$ cat src/rtl/disp_axis_packer.sv
// Repackages the non-stallable WTA disparity stream into AXI4-Stream video (tuser=SOF, tlast=EOL).
// A FWFT FIFO absorbs downstream backpressure; words that arrive while it is full are dropped and flagged.
module disp_axis_packer #(
    parameter int IMG_WIDTH  = 640,
    parameter int IMG_HEIGHT = 480,
    parameter int DISP_WIDTH = 8,
    parameter int FIFO_DEPTH = 16
) (
    input  logic                          clk,
    input  logic                          rst,
    input  logic                          en,
    input  logic                          pixelEN,
    input  logic [DISP_WIDTH:0]           disparity_in,
    output logic [DISP_WIDTH-1:0]         m_axis_tdata,
    output logic                          m_axis_tvalid,
    input  logic                          m_axis_tready,
    output logic                          m_axis_tuser,
    output logic                          m_axis_tlast,
    output logic [$clog2(FIFO_DEPTH):0]   fifo_count,
    output logic                          overflow,
    output logic                          sof_err,
    output logic                          frame_done
);
    localparam int AW = $clog2(FIFO_DEPTH);
    localparam int CW = $clog2(IMG_WIDTH);
    localparam int RW = (IMG_HEIGHT > 1) ? $clog2(IMG_HEIGHT) : 1;
    localparam logic [AW:0]   CNT_FULL = (AW+1)'(FIFO_DEPTH);
    localparam logic [CW-1:0] COL_LAST = CW'(IMG_WIDTH - 1);
    localparam logic [RW-1:0] ROW_LAST = RW'(IMG_HEIGHT - 1);

    localparam logic [0:0] WAIT_SOF = 1'b0;
    localparam logic [0:0] STREAM   = 1'b1;

    typedef struct packed {
        logic                  eol;
        logic                  sof;
        logic [DISP_WIDTH-1:0] data;
    } entry_t;

    entry_t          mem [FIFO_DEPTH];
    logic [AW-1:0]   wr_ptr, rd_ptr;
    logic [0:0]      state;
    logic [CW-1:0]   col, eff_col;
    logic [RW-1:0]   row, eff_row;
    logic            acc, sof, processed, eol, push, pop, full;
    entry_t          head;

    assign acc       = en & pixelEN;
    assign sof       = disparity_in[DISP_WIDTH];
    assign processed = acc & ((state == STREAM) | sof);
    // An SOF always restarts geometry, whether it is on time or a resync.
    assign eff_col   = sof ? '0 : col;
    assign eff_row   = sof ? '0 : row;
    assign eol       = (eff_col == COL_LAST);
    assign full      = (fifo_count == CNT_FULL);
    assign pop       = m_axis_tvalid & m_axis_tready;
    assign push      = processed & (~full | pop);

    assign head          = mem[rd_ptr];
    assign m_axis_tvalid = (fifo_count != '0);
    assign m_axis_tdata  = m_axis_tvalid ? head.data : '0;
    assign m_axis_tuser  = m_axis_tvalid & head.sof;
    assign m_axis_tlast  = m_axis_tvalid & head.eol;

    always_ff @(posedge clk) begin
        if (push) mem[wr_ptr] <= '{eol: eol, sof: sof, data: disparity_in[DISP_WIDTH-1:0]};
    end

    always_ff @(posedge clk) begin
        if (rst) begin
            wr_ptr     <= '0;
            rd_ptr     <= '0;
            fifo_count <= '0;
        end else begin
            if (push) wr_ptr <= wr_ptr + 1'b1;
            if (pop)  rd_ptr <= rd_ptr + 1'b1;
            case ({push, pop})
                2'b10:   fifo_count <= fifo_count + 1'b1;
                2'b01:   fifo_count <= fifo_count - 1'b1;
                default: fifo_count <= fifo_count;
            endcase
        end
    end

    always_ff @(posedge clk) begin
        if (rst) begin
            state      <= WAIT_SOF;
            col        <= '0;
            row        <= '0;
            overflow   <= 1'b0;
            sof_err    <= 1'b0;
            frame_done <= 1'b0;
        end else begin
            frame_done <= processed & eol & (eff_row == ROW_LAST);
            if (processed) begin
                state <= STREAM;
                if (sof && (state == STREAM) && (col != '0 || row != '0)) sof_err <= 1'b1;
                // Dropped words still advance geometry so later lines stay aligned.
                if (full && !pop) overflow <= 1'b1;
                if (eol) begin
                    col <= '0;
                    row <= (eff_row == ROW_LAST) ? '0 : eff_row + 1'b1;
                end else begin
                    col <= eff_col + 1'b1;
                    row <= eff_row;
                end
            end
        end
    end
endmodule

$ cat config.mk
export PLATFORM = sky130hd
export DESIGN_NAME = disp_axis_packer
export DESIGN_NICKNAME = d
export VERILOG_FILES = /design/src/rtl/disp_axis_packer.sv
export SDC_FILE = /design/constraint.sdc
export NUM_CORES = 1
export LEC_CHECK = 0
export BUFFER_PORTS_ARGS = -buffer_cell sky130_fd_sc_hd__buf_2
export CAP_MARGIN = 20
export CORE_MARGIN = 2
export CORE_UTILIZATION = 61
export DETAILED_ROUTE_END_ITERATION = 12
export GPL_ROUTABILITY_DRIVEN = 0
export GPL_TIMING_DRIVEN = 0
export MAX_ROUTING_LAYER = met4
export PLACE_DENSITY = 0.86
export SETUP_SLACK_MARGIN = 0.15
export SLEW_MARGIN = 10
export SYNTH_ARGS = -nofsm -noshare
export SYNTH_HDL_FRONTEND = slang
export SYNTH_SLANG_ARGS = --single-unit
export TNS_END_PERCENT = 30
$ cat constraint.sdc
create_clock -name clk -period 3.5 [get_ports clk]
set_input_delay 0.35 -clock clk [delete_from_list [all_inputs] [get_ports clk]]
set_output_delay 0.35 -clock clk [all_outputs]
set_load 0.01 [all_outputs]
### After elaboration in Yosys (flattened, before gate mapping)

Memories as Yosys holds them, arrays and structs flattened. A register that Yosys moved wholly into a read port is not among the register bits.
Cells that the tools add are included.

* register bits after elaboration: 36
* memory bits (writable): 160
* input port bits: 14
* output and inout port bits: 19
* word-level logic and storage cells: 54
* memories kept: 1

Memory list
* mem: words 16, bits a word 10, read ports 1, clocked after memory_dff 1, write ports 1, RTL line 40 `entry_t mem [FIFO_DEPTH];`

* add/sub/neg operators: 6
* eq/ne operators: 5
* mux-type cells: 11
* bitwise gates (word level): 11
* reduce and logical (&&, ||, !) cells: 11

Operators with widths (number)
* $mux 9: 3
* $mux 10: 2
* $add 10x1->10 const B: 1
* $eq 10x10->1 const B: 1
* $pmux 5 s2: 1
* $reduce_bool 10->1: 1
* $add 9x1->9 const B: 1
* $eq 9x9->1 const B: 1
* $reduce_bool 9->1: 1
* $add 4x1->4 const B: 2
* $and 1x1->1: 8
* $mux 4: 2
* $mux 8: 1
* $add 5x1->5 const B: 1
* $eq 5x5->1 const B: 1
* $reduce_bool 5->1: 1
* $sub 5x1->5 const B: 1
* $reduce_and 2->1: 2
* $logic_and 1x1->1: 3
* $eq 2x1->1 const B: 1
* $eq 2x2->1 const B: 1
* $mux 1: 2
* $or 1x1->1: 2
* $reduce_bool 2->1: 1
* other kinds (3): 3

### Logic depth before layout (Yosys ltp)

* depth after elaboration: 6
* gate-level depth with buffers: 12
* gate-level depth less buffers: 8

### Worst setup path before layout

OpenSTA, ideal clock, no wires.

* kind: input -> register
* from: in disparity_in[8]
* to: reg row[5]
* library setup time: 0.131 ns
* data arrival time: 2.443 ns
* data required time: 3.369 ns
* slack: 0.926 ns
* stages on the path: 12
* buffers on the path: 4
* cell sequence: clkbuf_1 > clkbuf_1 > nor2b_1 > ha_1 > nand3_1 > or4_1 > buf_6 > inv_1 > buf_6 > a21oi_1 > a311oi_1 > nor3_1

* elaborated cells on any way between the ends: 9
* those cells by class: 1 x add/sub; 2 x eq/ne; 4 x mux; 2 x bitwise

RTL lines
* start: declaration: RTL line 13 `input logic [DISP_WIDTH:0] disparity_in,`
* $mux 10: RTL line 52 `assign eff_col = sof ? '0 : col;`
* $eq 10x10->1: RTL line 54 `assign eol = (eff_col == COL_LAST);`
* named net eol: RTL line 45 `logic acc, sof, processed, eol, push, pop, full;`
* $mux 9: RTL line 100 `if (eol) begin`
* end signal: assignment: RTL line 102 `row <= (eff_row == ROW_LAST) ? '0 : eff_row + 1'b1;`
* end signal: assignment: RTL line 105 `row <= eff_row;`
* end: declaration: RTL line 44 `logic [RW-1:0] row, eff_row;`

The timed path passes the listed nets, and every way through them passes these cells.
A chain may end at the register's enable or synchronous reset.

### Final worst setup path

* from: reg fifo_count[0]
* to: out m_axis_tdata[0]

* cells in the longest elaborated chain, start to end: 2

RTL lines
* start: declaration: RTL line 19 `output logic [$clog2(FIFO_DEPTH):0] fifo_count,`
* start signal: assignment: RTL line 78 `2'b10: fifo_count <= fifo_count + 1'b1;`
* start signal: assignment: RTL line 79 `2'b01: fifo_count <= fifo_count - 1'b1;`
* start signal: assignment: RTL line 80 `default: fifo_count <= fifo_count;`
* $reduce_bool 5->1: RTL line 60 `assign m_axis_tvalid = (fifo_count != '0);`
* $mux 8: RTL line 61 `assign m_axis_tdata = m_axis_tvalid ? head.data : '0;`
* end: declaration: RTL line 14 `output logic [DISP_WIDTH-1:0] m_axis_tdata,`

No other way between the ends.

==> impl.org <==
** Run status
- The run finished with clean final reports.

** Final layout
- Summing all flip-flop and latch instances after layout gives 5605 um2.
- Final layout net count :: 606
- Final standard cell utilization of the core :: 70.55%
- From synthesis to final layout, the design area changed by 12.97%.
- Share of final-layout standard cells stronger than drive strength 1 :: 20.20%
- With fillers left out, the area of the finished cells amounts to 9305 um2.
- Count of filler cells inserted in the layout :: 810
- The top cell types in the final layout, fill and taps aside, are 160 x sky130_fd_sc_hd__edfxtp_1, 44 x sky130_fd_sc_hd__nor2_1, 40 x sky130_fd_sc_hd__mux4_2, 40 x sky130_fd_sc_hd__dfxtp_1, 37 x sky130_fd_sc_hd__buf_2.
- Multi-input logic area :: 2502 um2
- The finished layout holds 770 standard cells, fillers aside.
- Total inserted antenna cells :: 0
- Most common library cell in the layout ignoring fill and taps :: sky130_fd_sc_hd__edfxtp_1

** Run
- Across the run, the number of max-cap violations was 0.

** Pwr
- Across the VDD grid, the largest voltage drop is 0.5444 mV.
- In this run the static leakage power is 3.084 nW.
- Power density relative to cell area :: 622.0 nW/um2
- The design draws 5.788 mW.

** Global routing
- Global-route wire length before repair :: 28.92 mm
- Vias in the first global route :: 5090
- Aggregate global routing overflow :: 0
- GR Util All Layers :: 28.48%
- Number of antenna violations at the first check in global routing :: 0
- Entering global routing, the biggest net connects 26 pins.

** Routing
- Once detail routing completed, the nets flagged for antenna violations numbered 0.
- The routed design has 18.46 mm of wire.
- Dividing the detail-routed via count by the number of cells gives 6.591.
- The first routing iteration left 684 violations.
- For this run, the detailed router's first-pass iteration total came to 6.
- Via count :: 5075
- After detailed routing, the average wire length per cell comes to 23.97 um.
- For this run, design rule violations remaining after detail routing come to 0.

** Clock network
- The later pin in the worst-skew pair is clocked with a latency of 440 ps.
- Buffer cell driving the clock tree root :: sky130_fd_sc_hd__clkbuf_16
- TritonCTS clock tree :: built
- CTS built an H-tree with a depth of 4.
- Post-CTS setup repair buffer count :: 0
- In this run, CTS created clock tree buffers numbering 17.
- Once the clock tree was built, the resizer swapped 0 gates to a different size.
- Bufs on Longest Clock Path :: 2
- Hold buffer count at CTS :: 0
- After clock tree synthesis, the clock-pin slew on the worst setup and hold paths is 70 ps.
- Count of clock tree sinks :: 200

** Worst setup path
- STA classifies the critical path startpoint as a flip-flop.
- Arrival @ worst endpoint :: 2790 ps
- Data on the critical path is required at its endpoint by 3150 ps.
- Tracing the worst setup path back leads to its startpoint at fifo_count[0].
- The setup path with the least slack is of type reg2out.
- STA classifies the critical path endpoint as a primary output.
- The worst register-to-register path begins at state.
- Of all nets on the critical path, the largest fanout is 10.

** STA
- Tightest slew margin relative to the limit :: 25.71%
- Slew at the pin closest to its max-slew limit :: 1110 ps
- Setup-failing EPs final :: 0
- Timing would allow up to 0.3183 GHz.
- Clock skew on the completed layout was measured at 11.21 ps.
- Final-report max-slew violation count :: 0
- PnR worst setup slack :: 357.9 ps
- Minimum hold slack :: 205.6 ps
- The final critical path takes up 89.77% of the cycle.
- The smallest clock period supported by the final layout is computed as 3142 ps.
- Final hold viol count :: 0
- Setup TNS :: 0 ps
- Setup repair after global routing missed its margin :: false

** Synthesis
- In this run the mean area of a mapped cell was 15.75 um2.
- Warnings, synthesis :: 0
- Counting flops and latches in the post-synthesis netlist gives 200.
- Asr flop ratio synth :: 0%
- In this run the cell area of the synthesized design comes to 8237 um2.
- Counting distinct cell types in the post-synthesis netlist gives 52.
- Number of enable-type register cells in the synthesized netlist :: 160
- Counting every net in the synthesized netlist gives 548.
- Among all flip-flop cells after synthesis, the most frequent one is sky130_fd_sc_hd__edfxtp_1.
- Part of the Yosys area used for sequential elements :: 68.05%
- Counting every instance in the synthesized netlist gives 523.

** Placed design
- Post-place instance area :: 8667 um2
- During placement, the flow inserted port buffers numbering 32.
- Timing analysis after detailed placement gives a worst setup slack of 163.1 ps.
- Count of placed standard cells including taps :: 735
- Detailed placement finished with a half-perimeter wire length of 11.45 mm.

** Worst hold path
- In this run the most critical hold path is launched from pixelEN.
- In this run the worst hold path is classified as in2reg.

** Die
- Count of pins on the block boundary :: 33
- Width of the die :: 120.2 um
- The die covers 14450 um2.
- The floorplan step defined a core boundary enclosing 13190 um2.
- The initial utilization of the core area, before any placement, comes to 62.45%.
- The floorplan has 42 rows.
- Vertical die dimension :: 120.2 um
-- critical path, cell delays in order, from the launching register on --
cell and delay (ps):
sky130_fd_sc_hd__dfxtp_1 380, sky130_fd_sc_hd__or4_1 630, sky130_fd_sc_hd__nand2b_1 300, sky130_fd_sc_hd__nand2b_1 140
sky130_fd_sc_hd__clkbuf_1 470, sky130_fd_sc_hd__o22ai_1 260, sky130_fd_sc_hd__buf_2 190
-- cells by family after synthesis --
family                     after synthesis  share of synthesized area (%)
adders and majority gates               11                          1.762
buffers and inverters                   34                          1.808
DFF                                    200                          68.05
AOI/OAI and AO/OA                       73                          5.788
xor gates and xnor gates                 8                         0.8507
muxes                                   63                          13.73
and+or+nand+nor                        134                          8.006
-- state kept, by name, indices dropped and copies added (netlist names), named ones only --
name	flops
frame_done	1
col	10
state	1
mem	160
wr_ptr	4
fifo_count	5
overflow	1
rd_ptr	4
sof_err	1
row	9
-- where the power goes --
part / internal [mW] / switching [mW] / total [mW]
Clock: 1.19 / 0.817 / 2.01
Sequential: 2.61 / 0.0516 / 2.66
Combinational: 0.463 / 0.658 / 1.12
-- per-layer routing --
layer  GRT usage, %  up-vias  part of all wire (%)
li1               -     2191                     -
met1          34.83     2529                    37
met2          47.12      309                    53
met3          6.651       46                   7.9
met4          10.15        0                   2.6
met5              -        -                     0
-- worst paths after layout --
path	endpoint	depth (start not counted)	slack, ps
setup / recovery	m_axis_tdata[0]	6	360
hold / removal	row[7]	2	210
setup reg to reg	mem[7][7]	5	690
hold reg to reg	overflow	2	470
-- synthesized netlist by cell type, drive strengths merged, types with 10 or more instances --
cell type,number,area [um2]
edfxtp,160,4805
nor2,44,165.2
dfxtp,40,800.8
mux4,40,900.9
nand2,24,90.09
mux2i,23,230.2
a21oi,17,88.84
clkbuf,16,60.06
nand3,15,75.07
o21ai,14,70.06
nor3,12,60.06
o22ai,11,68.82
buf,10,58.80
ha,10,125.1
-- area by class of cell --
type	instances	area share, %
Sequential cell	200	60.24
Multi-Input combinational cell	289	26.89
Clock buffer	19	4.652
Timing Repair Buffer	39	2.367
Tap cell	176	2.367
Clock inverter	13	1.882
Buffer	26	1.277
Inverter	8	0.3227
(Power assumes the default switching activity.)
